[src/rtl/laser_link_pkg.sv]
// ---------------------------------------------------------------------------
// laser_link_pkg
//   Shared definitions for the laser UART link scheduler:
//   - state_t          : scheduler FSM state encoding
//   - BYTES_PER_WORD   : bytes per command / reply word on the wire
//   - DEF_TIMEOUT_CYC  : default reply timeout in clk cycles
//   - DEF_GAP_CYC      : default idle guard after each transaction
// ---------------------------------------------------------------------------
package laser_link_pkg;

   typedef enum logic [2:0] {
      ST_IDLE      = 3'd0,
      ST_SEND      = 3'd1,
      ST_SEND_WAIT = 3'd2,
      ST_RECV      = 3'd3,
      ST_DONE      = 3'd4,
      ST_GAP       = 3'd5
   } state_t;

   localparam int BYTES_PER_WORD  = 4;
   localparam int DEF_TIMEOUT_CYC = 16777216;
   localparam int DEF_GAP_CYC     = 1024;

endpackage : laser_link_pkg

[src/rtl/laser_rr_arbiter.sv]
// ---------------------------------------------------------------------------
// laser_rr_arbiter
//   Combinational round-robin pick: the first requester at or after ptr,
//   wrapping from NREQ-1 back to 0.
// Ports
//   req       in   NREQ    request levels
//   ptr       in   IDX_W   index searched first
//   pick      out  NREQ    one-hot winner (all zero when no request)
//   pick_idx  out  IDX_W   index of the winner
//   pick_any  out  1       at least one request present
// ---------------------------------------------------------------------------
module laser_rr_arbiter #(
   parameter  int NREQ  = 4,
   localparam int IDX_W = (NREQ > 1) ? $clog2(NREQ) : 1
) (
   input  logic [NREQ-1:0]  req,
   input  logic [IDX_W-1:0] ptr,
   output logic [NREQ-1:0]  pick,
   output logic [IDX_W-1:0] pick_idx,
   output logic             pick_any
);

   int               idx_i;
   logic [IDX_W-1:0] idx;

   always_comb begin
      // NOTE: every variable gets a default before any conditional logic,
      // so no path leaves one unassigned and no latch is inferred.
      pick     = '0;
      pick_idx = '0;
      pick_any = 1'b0;
      idx_i    = 0;
      idx      = '0;
      for (int k = 0; k < NREQ; k++) begin
         // Explicit wrap: NREQ need not be a power of two.
         idx_i = int'(ptr) + k;
         if (idx_i >= NREQ) idx_i = idx_i - NREQ;
         idx = IDX_W'(idx_i);
         if (!pick_any && req[idx]) begin
            pick_any  = 1'b1;
            pick[idx] = 1'b1;
            pick_idx  = idx;
         end
      end
   end

endmodule : laser_rr_arbiter

[src/rtl/laser_link_scheduler.sv]
// ---------------------------------------------------------------------------
// laser_link_scheduler
//   Shares one laser UART link between NREQ requesters. Round-robin grant per
//   32-bit command word, sends it MSB byte first, optionally collects a 4-byte
//   reply under a per-byte timeout, returns the reply to the served requester
//   and then holds the link idle for GAP_CYC guard cycles.
// Ports
//   clk, pll_rst      clock; asynchronous active-high reset
//   req[NREQ]         request levels, held until own done pulse
//   cmd_word          command word of requester i at [32*i+31:32*i]
//   expect_resp       1 = this command is answered with 4 bytes
//   grant[NREQ]       one-hot, high for the whole transaction
//   done[NREQ]        one-cycle pulse to the served requester
//   resp_word/err     reply word and timeout flag, held until next done
//   tx_start/tx_byte  byte strobe and data to the UART TX core
//   tx_done           UART TX byte finished
//   rx_dv/rx_byte     UART RX byte strobe and data
//   link_busy         1 whenever the scheduler is not idle
//   link_ok           1 after a good reply, 0 after reset or a timeout
// ---------------------------------------------------------------------------
module laser_link_scheduler
   import laser_link_pkg::*;
#(
   parameter int NREQ        = 4,
   parameter int TIMEOUT_CYC = DEF_TIMEOUT_CYC,
   parameter int GAP_CYC     = DEF_GAP_CYC
) (
   input  logic                clk,
   input  logic                pll_rst,
   input  logic [NREQ-1:0]     req,
   input  logic [32*NREQ-1:0]  cmd_word,
   input  logic [NREQ-1:0]     expect_resp,
   output logic [NREQ-1:0]     grant,
   output logic [NREQ-1:0]     done,
   output logic [31:0]         resp_word,
   output logic                resp_err,
   output logic                tx_start,
   output logic [7:0]          tx_byte,
   input  logic                tx_done,
   input  logic                rx_dv,
   input  logic [7:0]          rx_byte,
   output logic                link_busy,
   output logic                link_ok
);

   localparam int IDX_W = (NREQ > 1) ? $clog2(NREQ) : 1;
   localparam int TMR_W = (TIMEOUT_CYC > 1) ? $clog2(TIMEOUT_CYC) : 1;
   localparam int GAP_W = (GAP_CYC > 0) ? $clog2(GAP_CYC + 1) : 1;

   localparam logic [TMR_W-1:0] TMR_LAST  = TMR_W'(TIMEOUT_CYC - 1);
   localparam logic [GAP_W-1:0] GAP_LAST  = (GAP_CYC > 0) ? GAP_W'(GAP_CYC - 1) : '0;
   localparam logic [2:0]       CNT_WORD  = 3'(BYTES_PER_WORD);
   localparam logic [2:0]       CNT_LAST  = 3'(BYTES_PER_WORD - 1);

   state_t           state, state_nxt;
   logic [IDX_W-1:0] rr_ptr;
   logic [NREQ-1:0]  pick;
   logic [IDX_W-1:0] pick_idx;
   logic             pick_any;
   logic [31:0]      cmd_sel;
   logic             expect_sel;

   // One register serves both directions: command bytes shift out of the
   // top, reply bytes shift in at the bottom once the command has drained.
   logic [31:0]      shift_q;
   logic             expect_q;
   logic [2:0]       byte_cnt;
   logic [TMR_W-1:0] timer;
   logic [GAP_W-1:0] gap_cnt;

   logic             rx_last;
   logic             timed_out;

   laser_rr_arbiter #(.NREQ(NREQ)) u_arb (
      .req      (req),
      .ptr      (rr_ptr),
      .pick     (pick),
      .pick_idx (pick_idx),
      .pick_any (pick_any)
   );

   // One-hot select of the winner's command word and reply flag.
   always_comb begin
      cmd_sel    = '0;
      expect_sel = |(expect_resp & pick);
      for (int i = 0; i < NREQ; i++) begin
         if (pick[i]) cmd_sel = cmd_sel | cmd_word[32*i +: 32];
      end
   end

   // A byte arriving on the expiry cycle wins: rx_dv is tested first.
   assign rx_last   = (state == ST_RECV) && rx_dv && (byte_cnt == CNT_LAST);
   assign timed_out = (state == ST_RECV) && !rx_dv && (timer == TMR_LAST);

   // State register.
   always_ff @(posedge clk or posedge pll_rst) begin
      if (pll_rst) begin
         state <= ST_IDLE;
      end else begin
         // NOTE: clocked state uses non-blocking assignments so every flop
         // samples pre-edge values regardless of statement order.
         state <= state_nxt;
      end
   end

   // Next state and combinational outputs.
   always_comb begin
      state_nxt = state;
      tx_start  = 1'b0;
      link_busy = (state != ST_IDLE);
      done      = '0;
      unique case (state)
         ST_IDLE: begin
            if (pick_any) state_nxt = ST_SEND;
         end
         ST_SEND: begin
            tx_start  = 1'b1;
            state_nxt = ST_SEND_WAIT;
         end
         ST_SEND_WAIT: begin
            if (tx_done) begin
               if (byte_cnt < CNT_WORD) state_nxt = ST_SEND;
               else if (expect_q)       state_nxt = ST_RECV;
               else                     state_nxt = ST_DONE;
            end
         end
         ST_RECV: begin
            if (rx_last || timed_out) state_nxt = ST_DONE;
         end
         ST_DONE: begin
            done      = grant;
            state_nxt = (GAP_CYC == 0) ? ST_IDLE : ST_GAP;
         end
         ST_GAP: begin
            if (gap_cnt == GAP_LAST) state_nxt = ST_IDLE;
         end
         default: state_nxt = ST_IDLE;
      endcase
   end

   assign tx_byte = shift_q[31:24];

   // Datapath: grant, shift register, counters and reply outputs.
   always_ff @(posedge clk or posedge pll_rst) begin
      if (pll_rst) begin
         grant     <= '0;
         rr_ptr    <= '0;
         shift_q   <= '0;
         expect_q  <= 1'b0;
         byte_cnt  <= '0;
         timer     <= '0;
         gap_cnt   <= '0;
         resp_word <= '0;
         resp_err  <= 1'b0;
         link_ok   <= 1'b0;
      end else begin
         unique case (state)
            ST_IDLE: begin
               if (pick_any) begin
                  grant    <= pick;
                  shift_q  <= cmd_sel;
                  expect_q <= expect_sel;
                  byte_cnt <= '0;
                  rr_ptr   <= (pick_idx == IDX_W'(NREQ - 1)) ? '0 : pick_idx + IDX_W'(1);
               end
            end
            ST_SEND: begin
               byte_cnt <= byte_cnt + 3'd1;
            end
            ST_SEND_WAIT: begin
               if (tx_done) begin
                  shift_q <= {shift_q[23:0], 8'h00};
                  if (byte_cnt == CNT_WORD) begin
                     byte_cnt <= '0;
                     timer    <= '0;
                     if (!expect_q) begin
                        resp_word <= '0;
                        resp_err  <= 1'b0;
                     end
                  end
               end
            end
            ST_RECV: begin
               if (rx_dv) begin
                  shift_q  <= {shift_q[23:0], rx_byte};
                  byte_cnt <= byte_cnt + 3'd1;
                  timer    <= '0;
                  if (rx_last) begin
                     resp_word <= {shift_q[23:0], rx_byte};
                     resp_err  <= 1'b0;
                     link_ok   <= 1'b1;
                  end
               end else if (timed_out) begin
                  resp_word <= '0;
                  resp_err  <= 1'b1;
                  link_ok   <= 1'b0;
               end else begin
                  timer <= timer + TMR_W'(1);
               end
            end
            ST_DONE: begin
               grant   <= '0;
               gap_cnt <= '0;
            end
            ST_GAP: begin
               gap_cnt <= gap_cnt + GAP_W'(1);
            end
            default: ;
         endcase
      end
   end

endmodule : laser_link_scheduler

[config.mk]
export PLATFORM = sky130hd
export DESIGN_NAME = laser_link_scheduler
export DESIGN_NICKNAME = d
export VERILOG_FILES = /design/src/rtl/laser_link_pkg.sv /design/src/rtl/laser_rr_arbiter.sv /design/src/rtl/laser_link_scheduler.sv
export SDC_FILE = /design/constraint.sdc
export NUM_CORES = 1
export LEC_CHECK = 0
export CAP_MARGIN = 0
export CORE_MARGIN = 5
export CORE_UTILIZATION = 38
export CTS_CLUSTER_SIZE = 10
export DETAILED_ROUTE_END_ITERATION = 8
export PLACE_DENSITY = 0.68
export SLEW_MARGIN = 20
export SYNTH_ARGS = -nofsm -noshare
export SYNTH_HDL_FRONTEND = slang
export SYNTH_SLANG_ARGS = --single-unit
[constraint.sdc]
create_clock -name clk -period 5.7 [get_ports clk]
set_input_delay 0.855 -clock clk [delete_from_list [all_inputs] [get_ports clk]]
set_output_delay 0.855 -clock clk [all_outputs]
set_load 0.01 [all_outputs]
==> impl_metrics.yaml <==
clock_tree:
  cts-resized-gates: 0
  cts_tree: "built"
  clk_pin_slew_ps: 50
  cts-buffers-inserted: 17
  clk_root_buffer_cell: "clkbuf_16"
  worstSkewPairLatency_ps: 410
  htree_levels: 4
  post_cts_buffers: 0
  ctsHoldBuffers: 0
  clockBufferDepth: 2
  clock-sinks: 114
drt:
  wire_per_inst_um: 20.5
  vias_per_cell: 5.77
  drt-total-wl_um: 23100
  ant_nets: 0
  drt-initial-drc-count: 469
  drc_errors: 0
  first_pass_iters: 6
  route.vias.total: 6483
cells_and_area:
  postLayoutCoreUtil_pct: 53.2
  fin_nets: 1043
  syn_to_final_growth_pct: 38.5
  mostFrequentLayoutCells: "clkdlybuf4s50_1 (199), dfrtp_1 (114), nand2_1 (68)"
  drive_above_1_share_pct: 9.50
  final_area_mm2: 0.00953
  mostFrequentLayoutCell: "clkdlybuf4s50_1"
  n_antenna_cell: 0
  n_fill_cell: 1620
min_path:
  hp-class: "flop to flop"
  worstHoldStart: "resp_err"
  hold_depth: 1
global_routing:
  grt_pass1_wl_um: 34500
  grt_max_degree: 83
  grt_overflow_total: 0
  antenna_found_initial: 0
  grt_pass1_vias: 6032
  grt_usage_pct: 21.4
logic_synthesis:
  synth_edf_count: 0
  yosysSeqAreaShare_pct: 41.4
  yosys_warnings: 0
  ys_ff_latch: 114
  synth_area_mm2: 0.00689
  syn_nets: 880
  ys_async_sr_fraction_pct: 100
  synth_ff_type: "dfrtp_1"
  syn-instance-count: 721
  ys_types: 60
  avgSynthCellArea_um2: 9.55
timing:
  relSlewSlack_pct: 29.8
  tightest_slew_ps: 1050
  rsz0062_at_grt: "false"
  tns_ps: 0
  setup_slack_ps: 1750
  finalClockSkew_ps: 11.1
  setup-violations-final: 0
  period_needed_ps: 3950
  hold_viol: 0
  slew_violations: 0
  finalCritPeriodShare_pct: 69.3
  fmax_ghz: 0.253
run:
  drv_cap: 0
placement:
  placement.io_buffers: 199
  placed_cell_area_mm2: 0.00889
  place_hpwl_um: 16800
  pre_cts_slack_ps: 1630
  gp_congestion: 0.921
floorplanning:
  core_area_mm2: 0.0179
  placementRows: 49
  die-area_mm2: 0.0209
  chipWidth_um: 145
  ios: 200
  start_util_pct: 38.5
  die_h_um: 145
worst_setup_path:
  arrival_ps: 4280
  worstPathRequired_ps: 6020
  worstSetupPathType: "flop to flop"
  end_kind: "flop"
  r2r_cells: 9
  critPathLaunchType: "flop"
  path_max_fanout: 26
pwr:
  cellPowerDensity_mw_per_mm2: 497
  ir_drop_mv: 0.289
  p_leak_uw: 0.00376
outcome:
  status: "finished clean"
## where the power goes
group | total (uW) | switching, uW | internal, uW
clock network | 1100 | 374 | 727
registers | 1300 | 261 | 1040
logic | 2330 | 1360 | 977
## worst paths after layout
path                                 to  slack [ps]
hold reg to reg                resp_err         490
min in group asynchronous  resp_word[0]         940
setup / recovery            shift_q[13]        1750
max in group asynchronous   shift_q[25]        3820
hold / removal                 resp_err         490
setup reg to reg            shift_q[13]        1750
## cell type report
class / count / area [um2] / share of cell area [%]
Multi-Input combinational cell: 528 / 3640 / 38.2
Sequential cell: 114 / 2850 / 29.9
Timing Repair Buffer: 208 / 2080 / 21.8
Clock buffer: 21 / 480 / 5.04
Tap cell: 229 / 287 / 3.01
Clock inverter: 9 / 129 / 1.35
Inverter: 15 / 61.3 / 0.643
## sequential cells by signal (all words and copies together) (netlist names), named ones only
register / flops
resp_word: 32
shift_q: 32
timer: 24
gap_cnt: 11
grant: 4
byte_cnt: 3
state: 3
expect_q: 1
link_ok: 1
resp_err: 1
rr_ptr: 1
## kinds of logic (layout without fill, tap and decap cells)
group                    count (synthesis)  after routing  share of synthesized area, %
multiplexers                            12             12                          2.11
buffers and inverters                   79            253                          6.11
flip-flops                             114            114                          41.4
AO/OA/AOI/OAI                          233            233                          26.8
adder cells (fa/ha/maj)                 11             11                          2.00
AND/OR/NAND/NOR                        251            251                          18.8
XOR/XNOR                                21             21                          2.67
## cells in the mapped netlist, types with 5 or more instances
cell      number  area [um2]
nand2_1       69         259
dfrtp_1      114        2850
a21o_1         5        37.5
nand3b_1      26         195
a22oi_1       25         188
ha_1          11         138
nor2_1        40         150
mux2i_1        6        60.1
nand2b_1       9        56.3
a221oi_1      14         123
nand4_1        5        31.3
o21ai_0       48         240
buf_2         12        60.1
xnor2_1       21         184
nand3_1       34         170
a21oi_1       44         220
a221oi_2      19         285
nor4_1         7        43.8
and2_1         6        37.5
o22ai_1       13        81.3
o211ai_1      10        75.1
o31ai_1        6        45.0
buf_6          9         101
buf_1          6        22.5
inv_1         15        56.3
nor3_1        18        90.1
and3_1        12        75.1
clkbuf_1      26        97.6
buf_4         11        82.6
a22o_1        32         280
## through the flow
step                      power, uW  hold WS, ps  instances
final                          4740          487       1124
after global routing           5040          508       1124
after floorplan                2900          457        721
after global placement         3540          463       1093
after detailed placement       3580          485       1093
after CTS                      4700          499       1123
## critical path, stage by stage (launching register included)
cell and delay, ps:
dfrtp_1 850, inv_1 220, ha_1 560, mux2i_1 200, mux2_4 380, o311a_2 150, o311ai_4 810, buf_4 370
a22oi_1 100, a21oi_1 210
## routing by layer
layer | vias up | global-route usage (%) | part of all wire, %
met3 | 20 | 5.29 | 7.3
li1 | 3024 | - | -
met5 | - | 0 | 0
met2 | 248 | 32.1 | 47
met4 | 0 | 6.14 | 1.4
met1 | 3191 | 30.8 | 44
Power figures use the tool's default switching activity.
